### src/rtl/button_conditioner.sv
// ----------------------------------------------------------------------------
// button_conditioner
//
// Cleans up a raw, bouncing push-button pin. The pin is synchronised into the
// clk domain and normalised so that 1 means "pressed". A four-state debounce
// FSM then accepts a new level only after it has held for DEBOUNCE_CYCLES
// clocks. It reports each accepted press and release with a one-clock pulse,
// and reports a press held for LONG_PRESS_CYCLES with a single one-clock pulse.
//
// Parameters
//   DEBOUNCE_CYCLES   clocks a new level must hold before acceptance (>= 2)
//   LONG_PRESS_CYCLES clocks in HELD before a long press is reported
//                     (>= DEBOUNCE_CYCLES)
//   ACTIVE_LOW        1: btn_raw=0 means pressed, 0: btn_raw=1 means pressed
//
// Ports
//   clk              in   system clock, rising edge
//   reset_n          in   asynchronous active-low reset
//   btn_raw          in   raw button pin, asynchronous to clk, bouncing
//   btn_level        out  debounced level, 1 = pressed
//   press_pulse      out  one-clock pulse on each accepted press
//   release_pulse    out  one-clock pulse on each accepted release
//   long_press_pulse out  one-clock pulse once a press has been held long enough
// ----------------------------------------------------------------------------
module button_conditioner #(
    parameter int DEBOUNCE_CYCLES   = 500000,
    parameter int LONG_PRESS_CYCLES = 100000000,
    parameter bit ACTIVE_LOW        = 1'b1
) (
    input  logic clk,
    input  logic reset_n,
    input  logic btn_raw,
    output logic btn_level,
    output logic press_pulse,
    output logic release_pulse,
    output logic long_press_pulse
);

    localparam int DB_W   = $clog2(DEBOUNCE_CYCLES);
    localparam int HOLD_W = $clog2(LONG_PRESS_CYCLES);

    localparam logic [DB_W-1:0]   DB_LAST   = DB_W'(DEBOUNCE_CYCLES - 1);
    localparam logic [HOLD_W-1:0] HOLD_LAST = HOLD_W'(LONG_PRESS_CYCLES - 1);

    // The pin level seen when the button is not pressed.
    localparam logic RELEASED_LEVEL = ACTIVE_LOW;

    typedef enum logic [1:0] {
        IDLE       = 2'd0,
        DB_PRESS   = 2'd1,
        HELD       = 2'd2,
        DB_RELEASE = 2'd3
    } state_t;

    // ------------------------------------------------------------------
    // Synchroniser and polarity normalisation
    // ------------------------------------------------------------------
    logic r_sync1;
    logic r_sync2;
    logic w_s;

    // NOTE: the synchroniser flops reset to the released pin level rather than
    // zero, so a button held through reset looks like a fresh press once reset
    // lifts and is debounced like any other press.
    always_ff @(posedge clk or negedge reset_n) begin
        if (!reset_n) begin
            r_sync1 <= RELEASED_LEVEL;
            r_sync2 <= RELEASED_LEVEL;
        end else begin
            // NOTE: non-blocking assignments make r_sync2 take the old r_sync1,
            // which gives a true two-stage pipeline and not a single wire.
            r_sync1 <= btn_raw;
            r_sync2 <= r_sync1;
        end
    end

    assign w_s = ACTIVE_LOW ? ~r_sync2 : r_sync2;

    // ------------------------------------------------------------------
    // FSM state and counters
    // ------------------------------------------------------------------
    state_t             r_state;
    logic [DB_W-1:0]    r_db_cnt;
    logic [HOLD_W-1:0]  r_hold_cnt;
    logic               r_long_fired;   // long press already reported for this press

    state_t             w_state_nxt;
    logic [DB_W-1:0]    w_db_cnt_nxt;
    logic [HOLD_W-1:0]  w_hold_cnt_nxt;
    logic               w_long_fired_nxt;

    always_ff @(posedge clk or negedge reset_n) begin
        if (!reset_n) begin
            r_state      <= IDLE;
            r_db_cnt     <= '0;
            r_hold_cnt   <= '0;
            r_long_fired <= 1'b0;
        end else begin
            r_state      <= w_state_nxt;
            r_db_cnt     <= w_db_cnt_nxt;
            r_hold_cnt   <= w_hold_cnt_nxt;
            r_long_fired <= w_long_fired_nxt;
        end
    end

    // Next-state and counter logic.
    always_comb begin
        // NOTE: every output of this block gets a default first, so any path
        // through the case that does not assign it holds its value and no
        // latch is inferred.
        w_state_nxt      = r_state;
        w_db_cnt_nxt     = r_db_cnt;
        w_hold_cnt_nxt   = r_hold_cnt;
        w_long_fired_nxt = r_long_fired;

        case (r_state)
            IDLE: begin
                if (w_s) begin
                    w_state_nxt  = DB_PRESS;
                    w_db_cnt_nxt = '0;
                end
            end

            DB_PRESS: begin
                if (!w_s) begin
                    // Bounce: drop back without reporting anything.
                    w_state_nxt = IDLE;
                end else if (r_db_cnt == DB_LAST) begin
                    w_state_nxt      = HELD;
                    w_hold_cnt_nxt   = '0;
                    w_long_fired_nxt = 1'b0;
                end else begin
                    w_db_cnt_nxt = r_db_cnt + 1'b1;
                end
            end

            HELD: begin
                // Hold time counts on every HELD cycle and saturates, so the
                // long-press condition stays visible until it is reported.
                if (r_hold_cnt != HOLD_LAST) begin
                    w_hold_cnt_nxt = r_hold_cnt + 1'b1;
                end else begin
                    w_long_fired_nxt = 1'b1;
                end
                if (!w_s) begin
                    w_state_nxt  = DB_RELEASE;
                    w_db_cnt_nxt = '0;
                end
            end

            DB_RELEASE: begin
                // hold_cnt is left untouched here, so a rejected release bounce
                // resumes the hold time where it stopped.
                if (w_s) begin
                    w_state_nxt = HELD;
                end else if (r_db_cnt == DB_LAST) begin
                    w_state_nxt = IDLE;
                end else begin
                    w_db_cnt_nxt = r_db_cnt + 1'b1;
                end
            end

            default: begin
                w_state_nxt = IDLE;
            end
        endcase
    end

    // ------------------------------------------------------------------
    // Output decode (registered below)
    // ------------------------------------------------------------------
    logic w_level_nxt;
    logic w_press_nxt;
    logic w_release_nxt;
    logic w_long_nxt;

    always_comb begin
        w_press_nxt   = (r_state == DB_PRESS)   &&  w_s && (r_db_cnt == DB_LAST);
        w_release_nxt = (r_state == DB_RELEASE) && !w_s && (r_db_cnt == DB_LAST);
        w_long_nxt    = (r_state == HELD) && (r_hold_cnt == HOLD_LAST) && !r_long_fired;
        w_level_nxt   = (w_state_nxt == HELD) || (w_state_nxt == DB_RELEASE);
    end

    logic r_btn_level;
    logic r_press_pulse;
    logic r_release_pulse;
    logic r_long_press_pulse;

    // The outputs are decoded from the next state, so each output flop changes
    // on the same edge as the state transition that causes it.
    always_ff @(posedge clk or negedge reset_n) begin
        if (!reset_n) begin
            r_btn_level        <= 1'b0;
            r_press_pulse      <= 1'b0;
            r_release_pulse    <= 1'b0;
            r_long_press_pulse <= 1'b0;
        end else begin
            r_btn_level        <= w_level_nxt;
            r_press_pulse      <= w_press_nxt;
            r_release_pulse    <= w_release_nxt;
            r_long_press_pulse <= w_long_nxt;
        end
    end

    assign btn_level        = r_btn_level;
    assign press_pulse      = r_press_pulse;
    assign release_pulse    = r_release_pulse;
    assign long_press_pulse = r_long_press_pulse;

endmodule

### config.mk
export PLATFORM = sky130hd
export DESIGN_NAME = button_conditioner
export DESIGN_NICKNAME = d
export VERILOG_FILES = /design/src/rtl/button_conditioner.sv
export SDC_FILE = /design/constraint.sdc
export NUM_CORES = 1
export LEC_CHECK = 0
export CAP_MARGIN = 30
export CORE_MARGIN = 2
export CORE_UTILIZATION = 55
export CTS_BUF_LIST = sky130_fd_sc_hd__clkbuf_4
export CTS_CLUSTER_SIZE = 25
export DETAILED_ROUTE_END_ITERATION = 8
export GPL_TIMING_DRIVEN = 0
export PLACE_DENSITY_LB_ADDON = 0.25
export SLEW_MARGIN = 30
export SYNTH_ARGS = -nofsm -noshare
export SYNTH_HDL_FRONTEND = slang
export SYNTH_SLANG_ARGS = --single-unit
### constraint.sdc
create_clock -name clk -period 1.8 [get_ports clk]
set_input_delay 0.18 -clock clk [delete_from_list [all_inputs] [get_ports clk]]
set_output_delay 0.18 -clock clk [all_outputs]
set_load 0.01 [all_outputs]
Word-level counts from Yosys, hierarchy flattened --
Cells that the tools add are included.
Word-level totals: memories 0, output and inout bits 4, RAM bits 0, bits in registers 55, word-level logic and storage cells 62, bits in read-only memories 0, latch bits 0
Cells by class: bitwise gates (word level) 1, div/mod/pow operators 0, equal/unequal tests 15, $lt $le $gt $ge 0, multiply operators 0, shift operators 0, muxes and demuxes 21, reduce and logical (&&, ||, !) cells 13, $add $sub $neg 2
Operators by type and width (count):
- 19-bit two-way mux | 5
- 27-bit two-way mux | 3
- 19-bit one-hot mux with 4 select lines | 1
- 27-bit one-hot mux with 2 select lines | 1
- 27-bit by 1-bit adder with 27-bit output, second input constant | 1
- 27-bit equality test, second input constant | 1
- 27-bit inequality test, second input constant | 1
- 19-bit by 1-bit adder with 19-bit output, second input constant | 1
- 19-bit equality test, second input constant | 1
- 2-bit inequality test, second input constant | 7
- 2-bit two-way mux | 6
- 4-bit AND reduction | 3
- 2-bit equality test, second input constant | 4
- 2-bit one-hot mux with 4 select lines | 1
- 1-bit logical AND | 6
- 1-bit two-way mux | 3
- 2-bit by 1-bit equality test with 1-bit output, second input constant | 1
- 2-bit logical NOT | 1
- 1-bit one-hot mux with 2 select lines | 1
- 2-bit nonzero test | 1
- 1-bit logical NOT | 1
- 1-bit logical OR | 1
- 1-bit NOT | 1

Depth between registers and ports, before layout --
Gate-level depths: netlist of run 1.
depth in word-level cells 6, mapped depth 8, mapped depth without buffers 7

Worst setup path before layout of run 1 --
No wires, ideal clock.
kind reg-to-reg, from register r_db_cnt[0], to register r_hold_cnt[2], data arrival time 1.763 ns, clock period less this slack 1.892 ns, data required time 1.671 ns, setup time 0.129 ns, path buffers 2, slack -0.092 ns, stages on the path, launching flop included 9, cells stage by stage dfrtp_1 > ha_1 > nand3_1 > or3_1 > or3_1 > buf_4 > buf_6 > o211ai_1 > o31ai_1
On the way: cells in the longest elaborated chain, start to end 3
RTL lines:
- start, declared | line 83 | logic [DB_W-1:0] r_db_cnt;
- start signal, assigned | line 100 | r_db_cnt <= w_db_cnt_nxt;
- 19-bit equality test | line 128 | end else if (r_db_cnt == DB_LAST) begin
- 2-bit inequality test (no line)
- 4-bit AND reduction (no line)
- end signal, assigned | line 101 | r_hold_cnt <= w_hold_cnt_nxt;
- end, declared | line 84 | logic [HOLD_W-1:0] r_hold_cnt;
No other way between the ends. A chain may end at the register's enable or synchronous reset.

Worst setup path after layout of run 1 --
from register r_hold_cnt[1], to register r_hold_cnt[16]
On the way: cells in the longest elaborated chain, start to end 3, elaborated cells on any way between the ends 6, those cells by class 1 x add/sub; 2 x eq/ne; 2 x mux; 1 x reduce/logical
RTL lines (line):
- 27-bit by 1-bit adder with 27-bit output or 27-bit inequality test (tied branches) | 141, 140
- 27-bit two-way mux or 2-bit inequality test (tied branches)
- 27-bit one-hot mux with 2 select lines or 4-bit AND reduction (tied branches)
Parallel ways exist; a longest one is shown, timed or not. The select of a mux whose other input is x is not followed.

==> results.md, run 1 <==
| Metric | This run | Unit |
| --- | --- | --- |
| Average vias per placed instance | 6.11 | - |
| Post-synthesis register bit count | 54 | - |
| Number of levels the H-tree was split into | 2 | - |
| Buffers & Inverters on Critical Path | 2 | - |
| Type of the setup path with the least slack | reg2reg | - |
| Chain of cells forming the critical path | ha_4, nand2_4, or4b_4, o21ai_4, buf_6, buf_4, o31ai_1, a21oi_1 | - |
| Primary FF master, synth | sky130_fd_sc_hd__dfrtp_1 | - |
| Critical path arrival | 2.34 | ns |
| Dpl hpwl | 3.68 | mm |
| Worst IR drop on VDD | 782 | uV |
| Share of synthesized area occupied by flip-flops and latches | 49.0 | % |
| Area delta synth->final | 33.6 | % |
| Area share of fa/ha/maj cells after synthesis | 0.907 | % |
| Sequential power share | 65.9 | % |
| Area inside the core boundary | 4790 | um^2 |
| Net count of the mapped netlist | 288 | - |
| Share of power burned in combinational logic | 5.2 | % |
| Net switching power figure | 473 | uW |
| Die Outline Area | 5600 | um^2 |
| Power per Cell Area | 512 | nW/um^2 |
| Fraction of layout instances using a drive strength above 1 | 31.1 | % |
| # diodes | 0 | - |
| Total CTS buffers | 5 | - |
| Clock-pin transition on the worst setup and hold timing paths | 0.16 | ns |
| Ys Warns | 0 | - |
| Worst-path maximum fanout | 6 | - |
| Switching part of the total | 25.1 | % |
| Result of the run | complete, but fails checks | - |
| Layout net count | 345 | - |
| Total stage count of the critical path | 8 | - |
| Minimum clock period | 2.00 | ns |
| Slowest stage cell on the critical path | sky130_fd_sc_hd__or4b_4 | - |
| Port bufs | 6 | - |
| Total of endpoints with negative setup slack in the final report | 29 | - |
| Failing checks | negative setup slack | - |
| Starting density of the core | 57.7 | % |
| Vias | 2493 | - |
| Number of top-level pins | 7 | - |
| Number of global-route vias before repair | 2159 | - |
| Area fraction in and, or, nand and nor cells after synthesis | 27.7 | % |
| CTS Sinks | 54 | - |
| DRC Markers | 0 | - |
| Clock tree from TritonCTS | done | - |
| Stage delay of the slowest cell on the critical path | 0.57 | ns |
| Post-Route WL | 6.93 | mm |
| Sequential cell area in the final layout | 1360 | um^2 |
| Critical path required time | 2.14 | ns |
| Fraction of synthesized area in multiplexers | 1.09 | % |
| Area occupied by multi-input gates | 1580 | um^2 |
| Async set or reset register ratio after synthesis | 100 | % |
| Pin count of the biggest net entering global routing | 39 | - |
| Floorplan die height | 74.8 | um |
| Compound-gate portion of the synthesized area | 9.29 | % |
| Synth cell types | 46 | - |
| Final GP Congestion | 0.833 | - |
| Total congestion overflow after global routing | 0 | - |
| Combinational family with the most area after synthesis | simple AND/OR/NAND/NOR gates | - |
| Number of detailed-route iterations in the first pass | 5 | - |
| Die width | 74.8 | um |
| Antenna violations before repair | 0 | - |
| GRT Total Usage | 22.8 | % |
| Synthesized netlist cell count | 283 | - |
| Fillers | 301 | - |
| Internal power | 1410 | uW |
| Worst Tran Pin Value | 0.548 | ns |
| Source-to-sink clock delay at the later pin of the worst-skew pair | 0.41 | ns |
| Final antenna-violating net count | 0 | - |
| Area post-placement | 2940 | um^2 |
| Std-Cell Rows | 25 | - |
| Leakage component of the power | 0.00156 | uW |
| Class of the worst hold path | in2async | - |
| Family of cells with the greatest summed delay on the critical path | simple AND/OR/NAND/NOR gates | - |
| Number of flops mapped to enable cells by yosys | 0 | - |
| Clock power frac | 28.9 | % |
| Count of final hold-check violations | 0 | - |
| Xor/xnor cell area share of the yosys netlist | 8.25 | % |
| Wire length of the first global-routing pass | 9.74 | mm |
| Post-synthesis cell area | 2760 | um^2 |
| Critical path capture point type | flop | - |
| Final WS setup | -0.199 | ns |
| FMAX | 500 | MHz |
| Critical path startpoint category | flop | - |
| Hold_ws | 0.152 | ns |
| Final critical-path share of the clock period | 111 | % |
| Clock Skews | 0.0174 | ns |
| Post-Syn Area per Cell | 9.75 | um^2 |
| Clk root buf | sky130_fd_sc_hd__clkbuf_4 | - |
| Buffer depth of the longest clock path | 2 | - |
| Max-slew violation count | 0 | - |
| Worst reg-to-reg path cell count | 8 | - |
| RSZ-0062 raised after global routing | true | - |
| Maximum capacitance violations | 0 | - |
| Worst slew margin | 63.2 | % |
| Mean routed wirelength per cell | 17.0 | um |
| Area of all placed cells without fillers | 3690 | um^2 |
| Drt initial violations | 210 | - |
-- synthesized netlist by cell type (2+ instances only) --
cell	instances	area share [%]
sky130_fd_sc_hd__a21oi_1	7	1.3
sky130_fd_sc_hd__and3_1	9	2.0
sky130_fd_sc_hd__and4_1	3	0.95
sky130_fd_sc_hd__buf_4	2	0.54
sky130_fd_sc_hd__buf_6	2	0.82
sky130_fd_sc_hd__dfrtp_1	52	47
sky130_fd_sc_hd__dfstp_2	2	1.9
sky130_fd_sc_hd__ha_1	2	0.91
sky130_fd_sc_hd__inv_1	8	1.1
sky130_fd_sc_hd__mux2i_1	3	1.1
sky130_fd_sc_hd__nand2_1	21	2.9
sky130_fd_sc_hd__nand2b_1	3	0.68
sky130_fd_sc_hd__nand3_1	23	4.2
sky130_fd_sc_hd__nand4_1	13	2.9
sky130_fd_sc_hd__nor2_1	36	4.9
sky130_fd_sc_hd__nor3_1	9	1.6
sky130_fd_sc_hd__nor4_1	3	0.68
sky130_fd_sc_hd__nor4b_1	3	0.95
sky130_fd_sc_hd__o2111ai_1	2	0.63
sky130_fd_sc_hd__o211ai_1	6	1.6
sky130_fd_sc_hd__o21ai_0	10	1.8
sky130_fd_sc_hd__o311ai_0	2	0.63
sky130_fd_sc_hd__o31ai_1	7	1.9
sky130_fd_sc_hd__or3_1	4	0.91
sky130_fd_sc_hd__or4_1	6	1.6
sky130_fd_sc_hd__xnor2_1	5	1.6
sky130_fd_sc_hd__xor2_1	21	6.7
-- power by group through the flow --
stage          clock, uW  sequential (uW)  combinational, uW
2_1_floorplan          0             1260               24.2
3_3_place_gp           0             1260               57.6
3_5_place_dp           0             1260               62.6
4_1_cts              546             1240               84.0
5_1_grt              598             1250                110
6_report             545             1240               97.4
-- cell usage in the layout (no fill, tap or decap), drive strengths merged, types with 5 or more instances in the layout --
master / netlist / final
a21oi: 7 / 7
and3: 9 / 9
buf: 5 / 45
clkbuf: 2 / 9
clkdlybuf4s50: 0 / 5
dfrtp: 52 / 52
inv: 9 / 9
nand2: 21 / 21
nand3: 23 / 23
nand4: 13 / 13
nor2: 37 / 37
nor3: 10 / 11
o211ai: 7 / 7
o21ai: 11 / 11
o31ai: 7 / 7
or4: 7 / 7
xnor2: 5 / 5
xor2: 21 / 21
-- layout make-up --
cell class / instances / share of cell area, %
plain buffers: 7 / 2.48
clock buffers: 5 / 1.02
clock inverters: 3 / 0.441
inverters: 9 / 1.26
multi-input cells: 214 / 42.8
flip-flops and latches: 54 / 36.8
well taps: 67 / 2.27
repair buffers: 48 / 12.7
repair inverters: 1 / 0.238
-- logic make-up (layout without fill, tap and decap cells) --
group | Yosys count | after routing
buffers and inverters | 16 | 73
and+or+nand+nor | 144 | 145
DFF | 54 | 54
muxes | 3 | 3
adders and majority gates | 2 | 2
AOI/OAI and AO/OA | 38 | 38
xor gates and xnor gates | 26 | 26
-- path summary, 6_finish.rpt --
kind	startpoint	endpoint	slack, ns
max	r_hold_cnt[1]	r_hold_cnt[16]	-0.20
min	reset_n	r_hold_cnt[7]	0.15
max reg2reg	r_hold_cnt[1]	r_hold_cnt[16]	-0.20
min reg2reg	r_sync1	r_sync2	0.37
max in group asynchronous	reset_n	r_sync1	1.12
min in group clk	btn_raw	r_sync1	0.20
-- sequential cells by signal, summed over array words and instances (netlist names) --
signal,count
release_pulse,1
r_sync2,1
btn_level,1
long_press_pulse,1
press_pulse,1
r_long_fired,1
r_state,1
r_sync1,1
r_hold_cnt,27
r_db_cnt,19
-- metrics by stage --
step                      worst slack, ns  setup TNS, ns  instances  util, %  power, uW
final                              -0.199          -3.68        408     77.0       1890
after detailed placement           -0.354         -10.42        357     61.4       1330
after CTS                          -0.164          -3.72        386     67.7       1870
after global placement              -1.03         -64.06        356     61.0       1320
after floorplan                   -0.0423         -0.110        283        -       1290
after global routing               -0.263          -5.39        408     77.0       1960
-- routing by layer --
metal / up-vias / track usage [%] / wire length [um]
li1: 1150 / - / -
met2: 87 / 39.6 / 3580
met4: 0 / 7.34 / 181
met1: 1235 / 29.0 / 2870
met3: 21 / 3.88 / 299
met5: - / 0 / 0
-- worst register-to-register path, delay by kind of cell, from the launching register on --
kind            cells  cell delay, ns
buf+inv             2            0.29
fa+ha+maj           1            0.17
simple gates        2            0.65
compound gates      3            0.42
flops               1            0.42
-- timing repair --
action | CTS | global route
pin swaps | 5 | 26
hold buffers | 1 | 0
setup buffers | 19 | 17
hold endpoints to repair | 52 | 0
setup endpoints to repair | 52 | 52
gates cloned | 1 | 5
resized for setup | 22 | 54
Note: power is estimated with default switching activity, not from simulation.
==> run 2: changes to the inputs <==
--- a/config.mk
+++ b/config.mk
@@ -5,13 +5,14 @@
 export SDC_FILE = /design/constraint.sdc
 export NUM_CORES = 1
 export LEC_CHECK = 0
-export CAP_MARGIN = 30
+export CAP_MARGIN = 20
 export CORE_MARGIN = 2
 export CORE_UTILIZATION = 55
 export CTS_BUF_LIST = sky130_fd_sc_hd__clkbuf_4
 export CTS_CLUSTER_SIZE = 25
 export DETAILED_ROUTE_END_ITERATION = 8
 export GPL_TIMING_DRIVEN = 0
+export HOLD_SLACK_MARGIN = 0.12
 export PLACE_DENSITY_LB_ADDON = 0.25
 export SLEW_MARGIN = 30
 export SYNTH_ARGS = -nofsm -noshare
==> constraint.sdc (replaced) <==
create_clock -name clk -period 1.7 [get_ports clk]
set_input_delay 0.17 -clock clk [delete_from_list [all_inputs] [get_ports clk]]
set_output_delay 0.17 -clock clk [all_outputs]
set_load 0.01 [all_outputs]
==> results.md, run 2 (synthesis gave the netlist of run 1 again) <==
| Metric | This run | Unit | Delta |
| --- | --- | --- | --- |
| Result of the run | complete, but fails checks | - |  |
| Failing checks | negative setup slack | - |  |
| Std-Cell Rows | 25 | - | unchanged |
| Max-slew violation count | 0 | - | unchanged |
| Port bufs | 6 | - | unchanged |
| Pin count of the biggest net entering global routing | 42 | - | +7.7% |
| Area inside the core boundary | 4790 | um^2 | unchanged |
| Worst IR drop on VDD | 420 | uV | -46% |
| Dpl hpwl | 3.65 | mm | -0.73% |
| Total CTS buffers | 5 | - | unchanged |
| Clock Skews | 0.0121 | ns | -0.00530 ns |
| Worst Tran Pin Value | 0.589 | ns | +0.0406 ns |
| Clock tree from TritonCTS | done | - |  |
| Critical path required time | 1.99 | ns | -0.15 ns |
| Total congestion overflow after global routing | 0 | - | unchanged |
| Critical path capture point type | flop | - |  |
| RSZ-0062 raised after global routing | true | - |  |
| Layout Cells excl Fill | 415 | - | +1.7% |
| Fillers | 284 | - | -5.6% |
| Register containing the most flip-flops in the final layout | r_hold_cnt | - |  |
| Post-Route WL | 7.45 | mm | +7.5% |
| Overall power after layout | 2010 | uW | +6.3% |
| Critical path arrival | 2.29 | ns | -0.05 ns |
| Final GP Congestion | 0.863 | - | +3.7% |
| Area delta synth->final | 36.2 | % |  |
| Number of top-level pins | 7 | - | unchanged |
| Source-to-sink clock delay at the later pin of the worst-skew pair | 0.38 | ns | -0.03 ns |
| # diodes | 0 | - | unchanged |
| Biggest regs | r_hold_cnt x27, r_db_cnt x19 | - |  |
| Starting density of the core | 57.7 | % | unchanged |
| Final WS setup | -0.305 | ns | -0.106 ns |
| Maximum capacitance violations | 0 | - | unchanged |
| Number of detailed-route iterations in the first pass | 5 | - | unchanged |
| Critical path startpoint category | flop | - |  |
| Stage delay of the slowest cell on the critical path | 0.58 | ns | about the same |
| Leakage component of the power | 0.00163 | uW | +4.2% |
| Commonest cells after routing, fill and taps aside | 49 x sky130_fd_sc_hd__dfrtp_1, 42 x sky130_fd_sc_hd__buf_4, 22 x sky130_fd_sc_hd__nand3_1 | - |  |
| Number of global-route vias before repair | 2321 | - | +7.5% |
| Vias | 2481 | - | -0.48% |
| Final antenna-violating net count | 0 | - | unchanged |
| Die Outline Area | 5600 | um^2 | unchanged |
| Minimum clock period | 2.01 | ns | +0.00633 ns |
| Average vias per placed instance | 5.98 | - | -2.2% |
| Chain of cells forming the critical path | ha_4, nand2_4, or4b_4, o21ai_4, buf_6, buf_12, o211ai_1, o31ai_1 | - |  |
| Leading cell type in the layout, fill and taps excluded | sky130_fd_sc_hd__dfrtp_1 | - |  |
| Buffer depth of the longest clock path | 2 | - | unchanged |
| Layout net count | 352 | - | +2.0% |
| Number of levels the H-tree was split into | 2 | - | unchanged |
| Slowest stage cell on the critical path | sky130_fd_sc_hd__or4b_4 | - |  |
| Drt initial violations | 228 | - | +8.6% |
| Antenna violations before repair | 0 | - | unchanged |
| Total of endpoints with negative setup slack in the final report | 43 | - | +48% |
| Wire length of the first global-routing pass | 10.8 | mm | +11% |
| Worst-path maximum fanout | 6 | - | unchanged |
| Clk root buf | sky130_fd_sc_hd__clkbuf_4 | - |  |
| Final critical-path share of the clock period | 118 | % | +6.9 points |
| Clock-pin transition on the worst setup and hold timing paths | 0.15 | ns | about the same |
| Power per Cell Area | 534 | nW/um^2 | +4.2% |
| Mean routed wirelength per cell | 17.9 | um | +5.6% |
| Fraction of layout instances using a drive strength above 1 | 37.4 | % | +6.3 points |
| Floorplan die height | 74.8 | um | unchanged |
| Type of the setup path with the least slack | reg2reg | - |  |
| GRT Total Usage | 24.9 | % | +2.1 points |
| Die width | 74.8 | um | unchanged |
| FMAX | 499 | MHz | -0.32% |
| DRC Markers | 0 | - | unchanged |
| Class of the worst hold path | in2async | - |  |
| Family of cells with the greatest summed delay on the critical path | simple AND/OR/NAND/NOR gates | - |  |
| Flip-flop count of the largest register, all copies and words added | 27 | - | unchanged |
| Worst slew margin | 60.5 | % | -2.7 points |
| Dpl cells | 357 | - | unchanged |
| Count of final hold-check violations | 0 | - | unchanged |
| CTS Sinks | 54 | - | unchanged |
| Buffers & Inverters on Critical Path | 2 | - | unchanged |
[run 2: repair_timing]
item / CTS / global route
hold buffers: 1 / 0
setup buffers: 33 / 15
pin swaps: 21 / 31
gates resized for setup: 34 / 62
endpoints found under the hold margin: 52 / 0
setup endpoints to repair: 51 / 51
cloned: 3 / 1
[run 2: metrics by stage]
| stage | setup WS (ns) | setup TNS, ns | utilization [%] | hold WS, ns | cell area [um^2] |
|---|---|---|---|---|---|
| finish | -0.305 | -7.37 | 78.6 | 0.157 | 3760 |
| global route | -0.388 | -10.52 | 78.6 | 0.153 | 3760 |
| CTS | -0.233 | -4.97 | 71.0 | 0.148 | 3400 |
| detailed placement | -0.373 | -12.70 | 61.6 | 0.0351 | 2950 |
| global placement | -1.10 | -69.55 | 61.3 | 0.346 | 2930 |
| floorplan | -0.142 | -2.19 | - | -0.126 | 2790 |
[run 2: worst reg2reg max path, delay by kind of cell (launching register included)]
family	cells	cell delay (ns)
AO/OA/AOI/OAI	3	0.39
adder cells (fa/ha/maj)	1	0.17
buffers and inverters	2	0.28
flip-flops	1	0.43
AND/OR/NAND/NOR	2	0.64
[run 2: where the power goes]
group	internal, uW	switching, uW
clock network	172	386
logic	54.5	73.8
registers	1300	19.2
[run 2: layout make-up]
| cell class | count | area (um^2) | area share (%) |
|---|---|---|---|
| plain buffers | 5 | 62.6 | 1.66 |
| clock buffers | 6 | 45.0 | 1.20 |
| clock inverters | 2 | 8.76 | 0.233 |
| inverters | 9 | 41.3 | 1.10 |
| multi-input cells | 213 | 1640 | 43.5 |
| flip-flops and latches | 54 | 1360 | 36.1 |
| well taps | 67 | 83.8 | 2.23 |
| repair buffers | 59 | 524 | 13.9 |
[run 2: routing by layer]
layer,wire length (um),vias up,global-route usage (%),share of wire (%)
li1,-,1162,-,-
met1,3210,1240,34.0,43
met2,3880,67,40.6,52
met3,241,12,4.55,3.2
met4,119,0,7.34,1.6
met5,0,-,0,0
[run 2: path summary, 6_finish.rpt]
| kind | start | to | cells past startpoint | slack (ns) |
|---|---|---|---|---|
| setup / recovery | r_hold_cnt[0] | r_hold_cnt[2] | 8 | -0.31 |
| hold / removal | reset_n | r_hold_cnt[14] | 2 | 0.16 |
| setup reg to reg | r_hold_cnt[0] | r_hold_cnt[2] | 8 | -0.31 |
| hold reg to reg | r_sync1 | r_sync2 | 0 | 0.37 |
| max in group asynchronous | reset_n | r_sync1 | 3 | 1.01 |
| min in group clk | btn_raw | r_sync1 | 1 | 0.19 |
